<file path="src/rtl/itrace_ringbuf_pkg.sv">
`default_nettype none
// ============================================================================
// Package     : npc_trace_pkg
// Description : Shared types and constants for the instruction-trace ring
//               buffer. Provides the halt-instruction encodings, the capture
//               FSM state type and the packed trace record layout.
// Ports       : none (package)
// Revision    : 1.0 - initial release
// ============================================================================
package npc_trace_pkg;

  localparam logic [31:0] INST_EBREAK = 32'h0010_0073;
  localparam logic [31:0] INST_ECALL  = 32'h0000_0073;

  typedef enum logic [1:0] {
    CAPTURE = 2'd0,
    DRAIN   = 2'd1,
    DONE    = 2'd2
  } trace_state_t;

  // 102-bit record: pc, instruction word, op_type, retire sequence number
  typedef struct packed {
    logic [31:0] pc;
    logic [31:0] inst;
    logic [5:0]  op_type;
    logic [31:0] seq;
  } trace_rec_t;

  // True for the two instructions that end a run and freeze the buffer
  function automatic logic is_halt_inst(input logic [31:0] inst);
    return (inst == INST_EBREAK) || (inst == INST_ECALL);
  endfunction

endpackage
`default_nettype wire

</file>
<file path="src/rtl/itrace_ringbuf_if.sv">
`default_nettype none
// ============================================================================
// Interface   : itrace_ringbuf_if
// Description : Retire-side input bundle and valid/ready drain port of the
//               instruction-trace ring buffer.
// Signals     : in_valid/in_pc/in_inst/in_op_type - commit-stage retire info
//               out_valid/out_ready                - drain handshake
//               out_pc/out_inst/out_op_type/out_seq/out_last - drained record
// Modports    : slave  - the ring buffer (consumes retires, drives drain)
//               master - the core/host side
// Revision    : 1.0 - initial release
// ============================================================================
interface itrace_ringbuf_if;

  logic        in_valid;
  logic [31:0] in_pc;
  logic [31:0] in_inst;
  logic [5:0]  in_op_type;

  logic        out_valid;
  logic        out_ready;
  logic [31:0] out_pc;
  logic [31:0] out_inst;
  logic [5:0]  out_op_type;
  logic [31:0] out_seq;
  logic        out_last;

  modport slave (
    input  in_valid, in_pc, in_inst, in_op_type, out_ready,
    output out_valid, out_pc, out_inst, out_op_type, out_seq, out_last
  );

  modport master (
    output in_valid, in_pc, in_inst, in_op_type, out_ready,
    input  out_valid, out_pc, out_inst, out_op_type, out_seq, out_last
  );

endinterface
`default_nettype wire

</file>
<file path="src/rtl/itrace_ringbuf_ram.sv">
`default_nettype none
// ============================================================================
// Module      : trace_ram
// Description : DEPTH x trace_rec_t storage with one synchronous write port
//               and one asynchronous (combinational) read port. The array is
//               deliberately not reset; validity is tracked by the caller.
// Ports       : clk    - core clock
//               we     - write enable
//               waddr  - write address
//               wdata  - record to store
//               raddr  - read address
//               rdata  - record at raddr (combinational)
// Revision    : 1.0 - initial release
// ============================================================================
module trace_ram
  import npc_trace_pkg::*;
#(
  parameter int DEPTH = 16,
  parameter int PTR_W = $clog2(DEPTH)
) (
  input  wire logic             clk,
  input  wire logic             we,
  input  wire logic [PTR_W-1:0] waddr,
  input  wire trace_rec_t       wdata,
  input  wire logic [PTR_W-1:0] raddr,
  output      trace_rec_t       rdata
);

  trace_rec_t mem [DEPTH];

  always_ff @(posedge clk) begin
    if (we) begin
      mem[waddr] <= wdata;
    end
  end

  assign rdata = mem[raddr];

endmodule
`default_nettype wire

</file>
<file path="src/rtl/itrace_ringbuf.sv">
`default_nettype none
// ============================================================================
// Module      : itrace_ringbuf
// Description : Instruction-trace capture buffer. Records every retired
//               instruction into a DEPTH-entry ring; on ebreak, ecall or an
//               external request it freezes and drains the last <=DEPTH
//               records oldest first over a valid/ready port, then waits in
//               DONE until rearmed.
// Ports       : clk      - core clock
//               rst      - asynchronous active-high reset
//               bus      - itrace_ringbuf_if.slave (retire in, drain out)
//               ext_trig - external halt request (level sampled in CAPTURE)
//               rearm    - in DONE, clear the buffer and resume capture
//               done     - drain complete, buffer frozen
// Revision    : 1.0 - initial release
// ============================================================================
module itrace_ringbuf
  import npc_trace_pkg::*;
#(
  parameter int DEPTH = 16
) (
  input  wire logic          clk,
  input  wire logic          rst,
  itrace_ringbuf_if.slave    bus,
  input  wire logic          ext_trig,
  input  wire logic          rearm,
  output      logic          done
);

  localparam int PTR_W = $clog2(DEPTH);
  localparam int CNT_W = PTR_W + 1;
  localparam logic [CNT_W-1:0] CNT_MAX = CNT_W'(DEPTH);
  localparam logic [CNT_W-1:0] CNT_ONE = CNT_W'(1);

  trace_state_t     state_q,  state_d;
  logic [PTR_W-1:0] wr_ptr_q, wr_ptr_d;
  logic [PTR_W-1:0] rd_ptr_q, rd_ptr_d;
  logic [CNT_W-1:0] cnt_q,    cnt_d;
  logic [CNT_W-1:0] rem_q,    rem_d;
  logic [31:0]      seq_q,    seq_d;

  logic             wr_en;
  logic             trig;
  trace_rec_t       wr_rec;
  trace_rec_t       rd_rec;

  // Record being written this cycle carries the current sequence number
  always_comb begin
    wr_rec         = '0;
    wr_rec.pc      = bus.in_pc;
    wr_rec.inst    = bus.in_inst;
    wr_rec.op_type = bus.in_op_type;
    wr_rec.seq     = seq_q;
  end

  assign wr_en = (state_q == CAPTURE) && bus.in_valid;
  assign trig  = (state_q == CAPTURE) &&
                 (ext_trig || (bus.in_valid && is_halt_inst(bus.in_inst)));

  trace_ram #(
    .DEPTH (DEPTH),
    .PTR_W (PTR_W)
  ) u_ram (
    .clk   (clk),
    .we    (wr_en),
    .waddr (wr_ptr_q),
    .wdata (wr_rec),
    .raddr (rd_ptr_q),
    .rdata (rd_rec)
  );

  always_comb begin
    state_d  = state_q;
    wr_ptr_d = wr_ptr_q;
    rd_ptr_d = rd_ptr_q;
    cnt_d    = cnt_q;
    rem_d    = rem_q;
    seq_d    = seq_q;

    unique case (state_q)
      CAPTURE: begin
        if (wr_en) begin
          wr_ptr_d = wr_ptr_q + PTR_W'(1);
          seq_d    = seq_q + 32'd1;
          cnt_d    = (cnt_q == CNT_MAX) ? cnt_q : cnt_q + CNT_ONE;
        end
        // The oldest surviving record sits cnt' slots behind the post-write
        // pointer; with a full ring this lands exactly on wr_ptr'.
        if (trig) begin
          rd_ptr_d = wr_ptr_d - cnt_d[PTR_W-1:0];
          rem_d    = cnt_d;
          state_d  = (cnt_d != '0) ? DRAIN : DONE;
        end
      end
      DRAIN: begin
        if (bus.out_ready) begin
          rd_ptr_d = rd_ptr_q + PTR_W'(1);
          rem_d    = rem_q - CNT_ONE;
          if (rem_q == CNT_ONE) begin
            state_d = DONE;
          end
        end
      end
      DONE: begin
        if (rearm) begin
          wr_ptr_d = '0;
          cnt_d    = '0;
          seq_d    = '0;
          state_d  = CAPTURE;
        end
      end
      default: begin
        state_d = CAPTURE;
      end
    endcase
  end

  always_ff @(posedge clk or posedge rst) begin
    if (rst) begin
      state_q  <= CAPTURE;
      wr_ptr_q <= '0;
      rd_ptr_q <= '0;
      cnt_q    <= '0;
      rem_q    <= '0;
      seq_q    <= '0;
    end else begin
      state_q  <= state_d;
      wr_ptr_q <= wr_ptr_d;
      rd_ptr_q <= rd_ptr_d;
      cnt_q    <= cnt_d;
      rem_q    <= rem_d;
      seq_q    <= seq_d;
    end
  end

  // Outputs decode directly from registered state, so a reset drops
  // out_valid immediately; record fields are zeroed whenever not valid.
  assign bus.out_valid   = (state_q == DRAIN);
  assign bus.out_pc      = bus.out_valid ? rd_rec.pc      : 32'd0;
  assign bus.out_inst    = bus.out_valid ? rd_rec.inst    : 32'd0;
  assign bus.out_op_type = bus.out_valid ? rd_rec.op_type : 6'd0;
  assign bus.out_seq     = bus.out_valid ? rd_rec.seq     : 32'd0;
  assign bus.out_last    = bus.out_valid && (rem_q == CNT_ONE);
  assign done            = (state_q == DONE);

endmodule
`default_nettype wire

</file>
<file path="src/flat_wrapper.sv">
// flat-port wrapper written by rule: the top's interface ports become plain ports
module itrace_ringbuf_flat import npc_trace_pkg::*;
#(
  parameter int DEPTH = 16
)
  (clk, rst, ext_trig, rearm, done, bus_in_valid, bus_in_pc, bus_in_inst, bus_in_op_type, bus_out_ready, bus_out_valid, bus_out_pc, bus_out_inst, bus_out_op_type, bus_out_seq, bus_out_last);
  itrace_ringbuf_if bus_i ();
  input  wire logic clk;
  input  wire logic rst;
  input  wire logic ext_trig;
  input  wire logic rearm;
  output      logic done;
  input wire logic [$bits(bus_i.in_valid)-1:0] bus_in_valid;
  input wire logic [$bits(bus_i.in_pc)-1:0] bus_in_pc;
  input wire logic [$bits(bus_i.in_inst)-1:0] bus_in_inst;
  input wire logic [$bits(bus_i.in_op_type)-1:0] bus_in_op_type;
  input wire logic [$bits(bus_i.out_ready)-1:0] bus_out_ready;
  output wire logic [$bits(bus_i.out_valid)-1:0] bus_out_valid;
  output wire logic [$bits(bus_i.out_pc)-1:0] bus_out_pc;
  output wire logic [$bits(bus_i.out_inst)-1:0] bus_out_inst;
  output wire logic [$bits(bus_i.out_op_type)-1:0] bus_out_op_type;
  output wire logic [$bits(bus_i.out_seq)-1:0] bus_out_seq;
  output wire logic [$bits(bus_i.out_last)-1:0] bus_out_last;
  assign bus_i.in_valid = bus_in_valid;
  assign bus_i.in_pc = bus_in_pc;
  assign bus_i.in_inst = bus_in_inst;
  assign bus_i.in_op_type = bus_in_op_type;
  assign bus_i.out_ready = bus_out_ready;
  assign bus_out_valid = bus_i.out_valid;
  assign bus_out_pc = bus_i.out_pc;
  assign bus_out_inst = bus_i.out_inst;
  assign bus_out_op_type = bus_i.out_op_type;
  assign bus_out_seq = bus_i.out_seq;
  assign bus_out_last = bus_i.out_last;
  itrace_ringbuf #(.DEPTH(DEPTH)) u_core (.clk(clk), .rst(rst), .bus(bus_i), .ext_trig(ext_trig), .rearm(rearm), .done(done));
endmodule
</file>
<file path="config.mk">
export PLATFORM = sky130hd
export DESIGN_NAME = itrace_ringbuf_flat
export DESIGN_NICKNAME = d
export VERILOG_FILES = /design/src/rtl/itrace_ringbuf_pkg.sv /design/src/rtl/itrace_ringbuf_if.sv /design/src/rtl/itrace_ringbuf_ram.sv /design/src/rtl/itrace_ringbuf.sv /design/src/flat_wrapper.sv
export SDC_FILE = /design/constraint.sdc
export NUM_CORES = 2
export LEC_CHECK = 0
export ABC_CLOCK_PERIOD_IN_PS = 3900
export CAP_MARGIN = 20
export CORE_AREA = 2 2 348 350
export DETAILED_ROUTE_END_ITERATION = 7
export DIE_AREA = 0 0 350 352
export PLACE_DENSITY_LB_ADDON = 0.12
export SYNTH_ARGS = -nofsm -noshare
export SYNTH_HDL_FRONTEND = slang
export SYNTH_SLANG_ARGS = --single-unit
</file>
<file path="constraint.sdc">
create_clock -name clk -period 3.9 [get_ports clk]
set_input_delay 0.585 -clock clk [delete_from_list [all_inputs] [get_ports clk]]
set_output_delay 0.585 -clock clk [all_outputs]
set_load 0.05 [all_outputs]
</file>
==> Flow_metrics.wiki <==
{| class="wikitable"
! Metric !! Value
|-
| DR vias || roughly 30000
|-
| Die outline height || 352 µm
|-
| EDFF count, synth || roughly 1600
|-
| Fraction of the yosys area taken by sequential cells || 0.772
|-
| RePlAce Congestion || roughly 0.8
|-
| Cell repeated most along the worst path || mux4_2
|-
| Number of buffers added by the clock tree synthesis step || 169
|-
| Core region area || ~120000 µm²
|-
| Starting density of the core || 0.546
|-
| Outcome || finished clean
|-
| Share of final-layout standard cells stronger than drive strength 1 || 0.322
|-
| Max capacitance violation total || 0
|-
| Number of standard-cell rows in the floorplan || 127
|-
| Largest net degree at the start of global routing || 73
|-
| Proportion of power drawn by flip-flops and latches || 0.382
|-
| Clock tree root buffer cell || clkbuf_16
|-
| Post-layout nets || between 3000 and 4000
|-
| Top Family by Delay on Critical Path || multiplexers
|-
| Number of different library cells in the post-synthesis netlist || 54
|-
| Number of antenna violations at the first check in global routing || 7
|-
| Layout-stage area growth over the synthesis result || 16.6%
|-
| Req. time, crit path || roughly 3300 ps
|-
| Transition time at the pin with the least slew margin || 838 ps
|-
| Total grt overflow || 0
|-
| Horiz. Die Dim || approximately 350 µm
|-
| Beginning of the critical path || u_core.rd_ptr_q[0]$_DFFE_PP0P_
|-
| Maximum level of the CTS H-tree || 4
|-
| Global-route usage over all layers || 0.241
|-
| Cell chain of the critical path || buf_12 > buf_16 > mux4_2 > mux4_2 > and2_1 > dlygate4sd2_1
|-
| Unrepaired setup endpoints after global routing || true
|-
| Number of detailed-route iterations in the first pass || 5
|-
| Insertion delay to the later sink of the worst-skew pair || 760 ps
|-
| Count of clock tree sinks || around 1700
|-
| Port Buffer Count || between 150 and 200
|-
| Vias in the first global route || roughly 31000
|-
| Synthesized Nets || 2828
|-
| Final Hold Violating Endpoints || 0
|-
| Arrival time of the worst setup path || 3280 ps
|-
| Total negative setup slack || 0 ps
|-
| Final setup violation count || 0
|-
| Relative contribution of the clock network to total power || 0.286
|-
| Clock skew || about 24 ps
|-
| Synth async-reset ratio || 0.0309
|-
| Final-report max-slew violation count || 0
|-
| Global-route wire length before repair || about 210 mm
|-
| Leading area contributor after synthesis || edfxtp_1
|-
| Overall die area || 123000 µm²
|-
| Most used flip-flop cell after synthesis || edfxtp_1
|-
| Number of standard cells after synthesis || roughly 2700
|-
| Biggest cell delay along the critical path || between 500 and 600 ps
|-
| Internal cell power || roughly 38000 µW
|-
| Detail Placement HPWL || 75.5 mm
|-
| Total of warnings raised by yosys || 0
|-
| Sw Share || 0.311
|-
| Post-detailed-route wirelength per cell || 30.8 µm
|-
| Top cells by count, synth || edfxtp_1 (1632), mux4_2 (510), and2_1 (120)
|-
| R2r startpoint || u_core.state_q[0]$_DFFE_PP0P_
|-
| Tightest slew margin relative to the limit || 0.434
|-
| Routed wire length || 150 mm
|-
| Post-route clock period utilization || 0.991
|-
| CP bufs+invs || 3
|-
| Clock tree from TritonCTS || built
|-
| Final ANT Viol Nets || 0
|-
| Largest voltage drop on the vdd net || 0.646 mV
|-
| Endpoint class of the critical path || primary output
|-
| Avg Inst Size Synth || 23.8 µm²
|-
| Switching component of the power || 17300 µW
|-
| Clock edge transition at the registers on the reported setup and hold paths || around 60 ps
|-
| Fmax || approximately 0.26 GHz
|-
| Count of filler cells inserted in the layout || slightly below 8000
|-
| Peak fanout along the critical path || 11
|-
| Deepest clock path buffer count || 3
|-
| Min Tclk post-route || around 3900 ps
|-
| Remaining routing DRC violations || 0
|-
| Via-to-Cell Ratio || around 6.2
|-
| Top area cells in the synthesized netlist || edfxtp_1 (75%), mux4_2 (18%), dfrtp_1 (2.0%)
|-
| Share of the synthesized area in the top cell type || 0.752
|-
| Critical setup path kind || reg2out
|-
| Post-synthesis cell area || ~65000 µm²
|-
| Startpoint class of the critical path || register
|-
| Power density normalized to cell area || 729 nW/µm²
|-
| Worst hold-check slack || 260 ps
|-
| Combinational group share of total power || 0.332
|-
| Reported leakage power || 0.0248 µW
|-
| Number of I/O pins || between 150 and 200
|-
| CP max-delay cell || mux4_2
|-
| 1st-iter DRT viols || approximately 3400
|-
| Number of storage elements in the synthesis netlist || 1684
|-
| Most instantiated library cell after synthesis || edfxtp_1
|-
| Path class of the lowest-slack min-delay path || in2async
|}
-- what timing repair did --
item                                    4_1_cts  5_1_grt
hold buffers                                  0        0
cloned                                        1       19
setup buffers                                 9        2
endpoints found under the setup margin      102       94
resized for setup                            43       31
-- final timing paths --
path                                                 endpoint  slack [ps]  cells past startpoint
max                                           bus_out_seq[29]          40                      6
min                              u_core.seq_q[14]$_DFFE_PP0P_         260                      2
max reg2reg                u_core.u_ram.mem[11][93]$_DFFE_PP_         980                      5
min reg2reg                       u_core.cnt_q[4]$_DFFE_PP0P_         530                      1
max in group asynchronous         u_core.cnt_q[3]$_DFFE_PP0P_        2970                      4
min in group clk           u_core.u_ram.mem[14][63]$_DFFE_PP_         470                      1
-- power groups by stage --
| stage | clock network (µW) | logic [µW] | registers (µW) |
|---|---|---|---|
| after floorplan | 0 | 12700 | 21300 |
| after global placement | 0 | 17100 | 21600 |
| after detailed placement | 0 | 17200 | 21600 |
| after CTS | 16100 | 17900 | 21100 |
| after global routing | 16800 | 19300 | 21200 |
| final | 15900 | 18400 | 21200 |
-- kinds of logic after synthesis --
group	synth area share
DFF	0.772
muxes	0.177
and+or+nand+nor	0.0238
buffers and inverters	0.0144
AOI/OAI and AO/OA	0.00545
xor gates and xnor gates	0.00480
adders and majority gates	0.00280
-- routing by layer --
metal / wire length (µm) / share of wire / up-vias / global-route usage
met5: 55 / 0.00037 / - / 0
met4: 2930 / 0.020 / 8 / 0.0594
met3: 9820 / 0.066 / 214 / 0.0408
met2: 76000 / 0.51 / 1121 / 0.398
met1: 60800 / 0.41 / 16511 / 0.339
li1: - / - / 12447 / -
-- cells in the final DEF, fill, tap and decap left out, types with 5 or more instances in the layout --
| cell | count |
|---|---|
| and2_1 | 88 |
| and2_4 | 29 |
| buf_12 | 61 |
| nor2_1 | 35 |
| edfxtp_1 | 1632 |
| and4_1 | 5 |
| nor3_1 | 16 |
| mux4_2 | 510 |
| bufinv_16 | 16 |
| nand2_1 | 28 |
| a21oi_1 | 18 |
| clkbuf_1 | 39 |
| xnor2_1 | 27 |
| clkinv_1 | 43 |
| buf_16 | 11 |
| dfrtp_1 | 48 |
| nor4_1 | 13 |
| buf_4 | 147 |
| inv_6 | 7 |
| clkbuf_16 | 189 |
| or3_1 | 5 |
| clkdlybuf4s50_1 | 77 |
| buf_6 | 22 |
| xor2_1 | 6 |
| ha_1 | 13 |
| clkinv_2 | 22 |
| nand4_1 | 10 |
| o21ai_0 | 15 |
| inv_1 | 19 |
| nand3_1 | 13 |
-- through the flow --
stage / std cells / area, µm² / util / total power (µW) / setup WS (ps)
2_1_floorplan: 2738 / 65200 / - / 34000 / 1000
3_3_place_gp: 4516 / 69700 / 0.584 / 38700 / 379
3_5_place_dp: 4516 / 69700 / 0.584 / 38900 / 380
4_1_cts: 4837 / 75400 / 0.632 / 55200 / -122
5_1_grt: 4861 / 76000 / 0.637 / 57400 / -40.1
6_report: 4862 / 76000 / 0.637 / 55400 / 36.6
-- layout make-up --
cell class	count	area, µm²	share of cell area
Antenna cell	3	7.51	0.0000988
Clock buffer	215	4540	0.0597
Clock inverter	96	893	0.0118
Inverter	21	83.8	0.00110
Multi-Input combinational cell	891	14000	0.185
Sequential cell	1684	50300	0.662
Tap cell	1612	2020	0.0265
Timing Repair Buffer	340	4110	0.0541
-- flip-flops by register name, summed over array words and instances (netlist names) --
signal	cells
u_core.cnt_q	5
u_core.rd_ptr_q	4
u_core.rem_q	5
u_core.seq_q	32
u_core.state_q	2
u_core.u_ram.mem	1632
u_core.wr_ptr_q	4
No activity file was read; power rests on OpenSTA's default activity.
